### config.mk
export PLATFORM = sky130hd
export DESIGN_NAME = conv2d_stream
export DESIGN_NICKNAME = d
export VERILOG_FILES = /design/src/rtl/conv2d_stream.sv
export SDC_FILE = /design/constraint.sdc
export NUM_CORES = 2
export LEC_CHECK = 0
export ABC_CLOCK_PERIOD_IN_PS = 10400
export CAP_MARGIN = 20
export CORE_UTILIZATION = 40
export DETAILED_ROUTE_END_ITERATION = 16
export PLACE_DENSITY = 0.57
export SYNTH_ARGS = -nofsm -noshare
export SYNTH_HDL_FRONTEND = slang
export SYNTH_SLANG_ARGS = --single-unit
### constraint.sdc
create_clock -name clk -period 10.4 [get_ports clk]
set_input_delay 2.08 -clock clk [delete_from_list [all_inputs] [get_ports clk]]
set_output_delay 2.08 -clock clk [all_outputs]
set_load 0.02 [all_outputs]
### src/rtl/conv2d_stream.sv
// Streaming KxK convolution over raster-order frames with double-buffered runtime coefficients.
// Three-stage pipeline (products, sum, shift/clamp) behind the line buffers and window register.
module conv2d_stream #(
  parameter int WORD_SIZE  = 8,
  parameter int COEF_WIDTH = 8,
  parameter int KSIZE      = 3,
  parameter int ROW_SIZE   = 10,
  parameter int COL_SIZE   = 10,
  localparam int NK    = KSIZE * KSIZE,
  localparam int AW    = $clog2(NK),
  localparam int ACC_W = WORD_SIZE + COEF_WIDTH + $clog2(NK) + 1,
  localparam int SW    = $clog2(ACC_W)
) (
  input  logic                         clk,
  input  logic                         rst,
  input  logic                         in_valid,
  input  logic [WORD_SIZE-1:0]         in_pixel,
  input  logic                         coef_we,
  input  logic [AW-1:0]                coef_addr,
  input  logic signed [COEF_WIDTH-1:0] coef_data,
  input  logic                         coef_commit,
  input  logic [SW-1:0]                shift,
  output logic                         out_valid,
  output logic [WORD_SIZE-1:0]         out_pixel,
  output logic                         out_eof,
  output logic                         coef_pending
);

  localparam int CW = $clog2(ROW_SIZE);
  localparam int RW = $clog2(COL_SIZE);
  localparam logic signed [ACC_W-1:0] MAXV = ACC_W'((1 << WORD_SIZE) - 1);

  logic [CW-1:0]        col;
  logic [RW-1:0]        row;
  logic                 last_col, last_row, frame_start, copy_now;
  logic [WORD_SIZE-1:0] lbuf [KSIZE-1][ROW_SIZE];
  logic [WORD_SIZE-1:0] win  [KSIZE][KSIZE];

  logic signed [COEF_WIDTH-1:0] shadow    [NK];
  logic signed [COEF_WIDTH-1:0] active    [NK];
  logic signed [COEF_WIDTH-1:0] coef_prod [NK];

  logic signed [ACC_W-1:0] prod [NK];
  logic signed [ACC_W-1:0] sum_next, sum_q, shifted;
  logic [WORD_SIZE-1:0]    clamped;
  logic                    v0, e0, v1, e1, v2, e2;

  function automatic logic signed [COEF_WIDTH-1:0] def_coef(input int k);
    return (k == NK / 2) ? COEF_WIDTH'(NK - 1) : '1;
  endfunction

  assign last_col    = (col == CW'(ROW_SIZE - 1));
  assign last_row    = (row == RW'(COL_SIZE - 1));
  assign frame_start = (row == '0) && (col == '0);
  assign copy_now    = (coef_commit && frame_start) ||
                       (in_valid && last_row && last_col && (coef_pending || coef_commit));

  always_ff @(posedge clk) begin
    if (rst) begin
      col <= '0;
      row <= '0;
      v0  <= 1'b0;
      e0  <= 1'b0;
    end else begin
      v0 <= in_valid && (row >= RW'(KSIZE - 1)) && (col >= CW'(KSIZE - 1));
      e0 <= in_valid && last_row && last_col;
      if (in_valid) begin
        if (last_col) begin
          col <= '0;
          row <= last_row ? '0 : row + RW'(1);
        end else begin
          col <= col + CW'(1);
        end
      end
    end
  end

  // Window row 0 is the oldest image row, column 0 the oldest column.
  always_ff @(posedge clk) begin
    if (in_valid) begin
      lbuf[0][col] <= in_pixel;
      for (int m = 1; m < KSIZE - 1; m++) lbuf[m][col] <= lbuf[m-1][col];
      for (int i = 0; i < KSIZE; i++)
        for (int j = 0; j < KSIZE - 1; j++) win[i][j] <= win[i][j+1];
      win[KSIZE-1][KSIZE-1] <= in_pixel;
      for (int m = 1; m < KSIZE; m++) win[KSIZE-1-m][KSIZE-1] <= lbuf[m-1][col];
    end
  end

  // coef_prod lags active by one edge so the window accepted on the swap edge
  // still multiplies with the coefficients of the frame it belongs to.
  always_ff @(posedge clk) begin
    if (rst) begin
      for (int k = 0; k < NK; k++) begin
        shadow[k]    <= def_coef(k);
        active[k]    <= def_coef(k);
        coef_prod[k] <= def_coef(k);
      end
      coef_pending <= 1'b0;
    end else begin
      if (coef_we && (coef_addr < AW'(NK))) shadow[coef_addr] <= coef_data;
      for (int k = 0; k < NK; k++) begin
        if (copy_now) active[k] <= shadow[k];
        coef_prod[k] <= active[k];
      end
      if (copy_now)         coef_pending <= 1'b0;
      else if (coef_commit) coef_pending <= 1'b1;
    end
  end

  always_ff @(posedge clk) begin
    for (int i = 0; i < KSIZE; i++)
      for (int j = 0; j < KSIZE; j++)
        prod[i*KSIZE+j] <= $signed({{(ACC_W-WORD_SIZE){1'b0}}, win[i][j]}) *
                           $signed({{(ACC_W-COEF_WIDTH){coef_prod[i*KSIZE+j][COEF_WIDTH-1]}},
                                    coef_prod[i*KSIZE+j]});
    sum_q <= sum_next;
  end

  always_comb begin
    sum_next = '0;
    for (int k = 0; k < NK; k++) sum_next = sum_next + prod[k];
  end

  always_comb begin
    shifted = sum_q >>> shift;
    if (shifted[ACC_W-1])   clamped = '0;
    else if (shifted > MAXV) clamped = '1;
    else                    clamped = shifted[WORD_SIZE-1:0];
  end

  always_ff @(posedge clk) begin
    if (rst) begin
      v1        <= 1'b0;
      e1        <= 1'b0;
      v2        <= 1'b0;
      e2        <= 1'b0;
      out_valid <= 1'b0;
      out_eof   <= 1'b0;
      out_pixel <= '0;
    end else begin
      v1        <= v0;
      e1        <= e0;
      v2        <= v1;
      e2        <= e1;
      out_valid <= v2;
      out_eof   <= v2 && e2;
      if (v2) out_pixel <= clamped;
    end
  end

endmodule

==> results.tsv <==
metric	value	unit
synthToLayoutAreaGrowth	11.0	%
clk_pin_slew	70	ps
synth_top_area_share	25.5	%
grt_setup_unrepaired	no	
n_antenna_cell	0	
ys.warnings.count	0	
rrSetupSlack	5780	ps
numCtsBuffers	77	
setup_tns	0	ps
cp_max_fo	9	
critPathArrivalTime	5180	ps
dp_hpwl	76200	um
r2r_end	prod[0][41]	
tightest_slew	1040	ps
cts_tree	yes	
synth_edf_count	376	
gp_routability_congestion	0.857	
drv_slew	0	
grt_pass1_vias	27392	
crit_start	win[0][11]	
totalWireLength	98000	um
slew_headroom	30.3	%
start_util	40.5	%
fin_nets	4870	
io_buffers	40	
cts_hold_buffers	0	
grt_start_max_net_pins	90	
fp.dieW	335	um
cp-end-kind	flop	
final.fill_count	10245	
core	0.109	mm^2
syn_area_per_cell	11.4	um^2
grt_pass1_wl	155000	um
reg2reg_depth	15	
crit_type	reg -> reg	
num_vias	26467	
min_period	4620	ps
ys_top_cells_by_area	edfxtp_1 (25%), fa_1 (21%), dfxtp_1 (12%), ha_1 (12%), inv_1 (6.0%)	
cts_num_sinks	647	
viasPerCell	4.80	
clock_skew	29.8	ps
maxCapViolCount	0	
dr.pass1.iters	5	
grtUsageTotal	18.0	%
drc_errors	0	
synthArstFlopShare	0	%
mappedNetlistArea	0.0443	mm^2
cp_num_buf_inv	2	
setup_violations	0	
hold_depth	1	
overflow	0	
antenna_found_initial	2	
slowest_delay	540	ps
finalHoldViolations	0	
postRouteAntennaNets	0	
insertion_delay	650	ps
crit_end	prod[0][41]	
synth_ff_type	edfxtp_1	
finalCritPeriodShare	44.5	%
ys_ff_latch	647	
synthesis.nets	4789	
run_status	complete, no violations	
critPathLaunchType	flop	
slowest_stage	edfxtp_1	
ys_types	61	
die_area	0.112	mm^2
clk_path_buf_depth	3	
io_pins	41	
cts-root-buf	clkbuf_16	
cts_resized	0	
synthCells	3896	
r2r_start	win[0][11]	
die_h	335	um
cp_cell_sequence	and2_1 > fa_1 > inv_1 > fa_1 > fa_1 > fa_1 > inv_1 > ha_1 > nor2b_1 > o21ai_1 > a21oi_1 > o41a_1 > a211o_1 > o31ai_1 > xnor2_1	
num_rows	121	
yosysTopAreaCell	edfxtp_1	
yosysSeqAreaShare	37.7	%
htreeDepth	3	
crit_top_cell	fa_1	
crit_required	10950	ps
worstSetupPathDepth	15	
layout-drive-gt1-share	5.27	%
post_cts_buffers	0	
drt_iter0_drc	1447	
fmax	216	MHz
wire_per_inst	17.8	um
crit_family	adder cells	
hp-class	reg -> reg	
[synthesized netlist by cell type (23+ instances only)]
cell,n
a21oi_1,94
and2_1,297
clkbuf_1,45
dfxtp_1,271
edfxtp_1,376
fa_1,455
ha_1,408
inv_1,705
mux2i_1,54
mux4_2,45
nand2_1,277
nand2b_1,97
nand3_1,23
nor2_1,113
nor2b_1,36
nor3_1,31
o21ai_1,23
or2_1,117
or3_1,84
xnor2_1,118
[cell families after synthesis]
logic type      Yosys count  synth area share [%]
flops                   647                  37.7
compound gates          268                  3.93
xor+xnor                126                  2.49
mux                     105                  3.66
buf+inv                 767                  6.57
simple gates           1120                  13.5
fa+ha+maj               863                  32.1
[cell type report]
type | instances | area, um^2 | share of cell area (%)
repair buffers | 63 | 568 | 1.16
well taps | 1476 | 1850 | 3.76
clock inverters | 44 | 529 | 1.08
multi-input cells | 2482 | 24700 | 50.3
inverters | 706 | 2650 | 5.39
clock buffers | 98 | 2110 | 4.29
flip-flops and latches | 647 | 16700 | 34.0
[through the flow]
| step | util [%] | cell area, um^2 | instances | hold slack, ps | setup slack [ps] |
|---|---|---|---|---|---|
| 2_1_floorplan | - | 44300 | 3896 | 398 | 5460 |
| 3_3_place_gp | 42.5 | 46500 | 5370 | 401 | 5250 |
| 3_5_place_dp | 42.5 | 46500 | 5372 | 403 | 5260 |
| 4_1_cts | 44.9 | 49100 | 5514 | 413 | 5740 |
| 5_1_grt | 45.0 | 49100 | 5516 | 418 | 5460 |
| 6_report | 45.0 | 49100 | 5516 | 410 | 5780 |
[worst register-to-register path: cells and delay by family (launching register included)]
family / cells / cell delay, ps
adder cells (fa/ha/maj): 5 / 2150
AO/OA/AOI/OAI: 5 / 1220
flip-flops: 1 / 540
AND/OR/NAND/NOR: 2 / 370
XOR/XNOR: 1 / 140
buffers and inverters: 2 / 110
[worst min path at each step]
| stage | from | endpoint | slack, ps |
|---|---|---|---|
| after detailed placement | active[0][18] | coef_prod[0][18] | 400 |
| after global routing | active[0][47] | coef_prod[0][47] | 420 |
| after global placement | active[0][47] | coef_prod[0][47] | 400 |
| after CTS | active[0][47] | coef_prod[0][47] | 410 |
| final | active[0][10] | coef_prod[0][10] | 410 |
| after floorplan | active[0][0] | coef_prod[0][0] | 400 |
[layer usage]
| metal | part of all wire [%] | wire length, um | global-route usage [%] |
|---|---|---|---|
| met5 | 0 | 0 | 0 |
| met4 | 3.2 | 3170 | 6.78 |
| met3 | 3.2 | 3110 | 2.24 |
| met2 | 46 | 45300 | 28.6 |
| met1 | 47 | 46500 | 25.0 |
[sequential cells by signal, indices dropped and copies added, names as in the netlist, 4 cells and up]
| register | cells |
|---|---|
| active | 72 |
| coef_prod | 72 |
| col | 4 |
| lbuf | 160 |
| out_pixel | 8 |
| prod | 153 |
| row | 4 |
| shadow | 72 |
| sum_q | 21 |
| win | 72 |
[cells in the final DEF, fill, tap and decap left out, drive strengths merged, types with 84 or more instances in the layout]
cell,n
or3,84
dfxtp,271
and2,297
fa,455
nor2,113
clkbuf,98
or2,125
edfxtp,376
nand2,277
ha,408
inv,709
xnor2,118
nand2b,97
a21oi,94
Power is left out: the tool's default activity adds up to more than one toggle a clock period on the data nets, which glitch-free logic cannot reach.
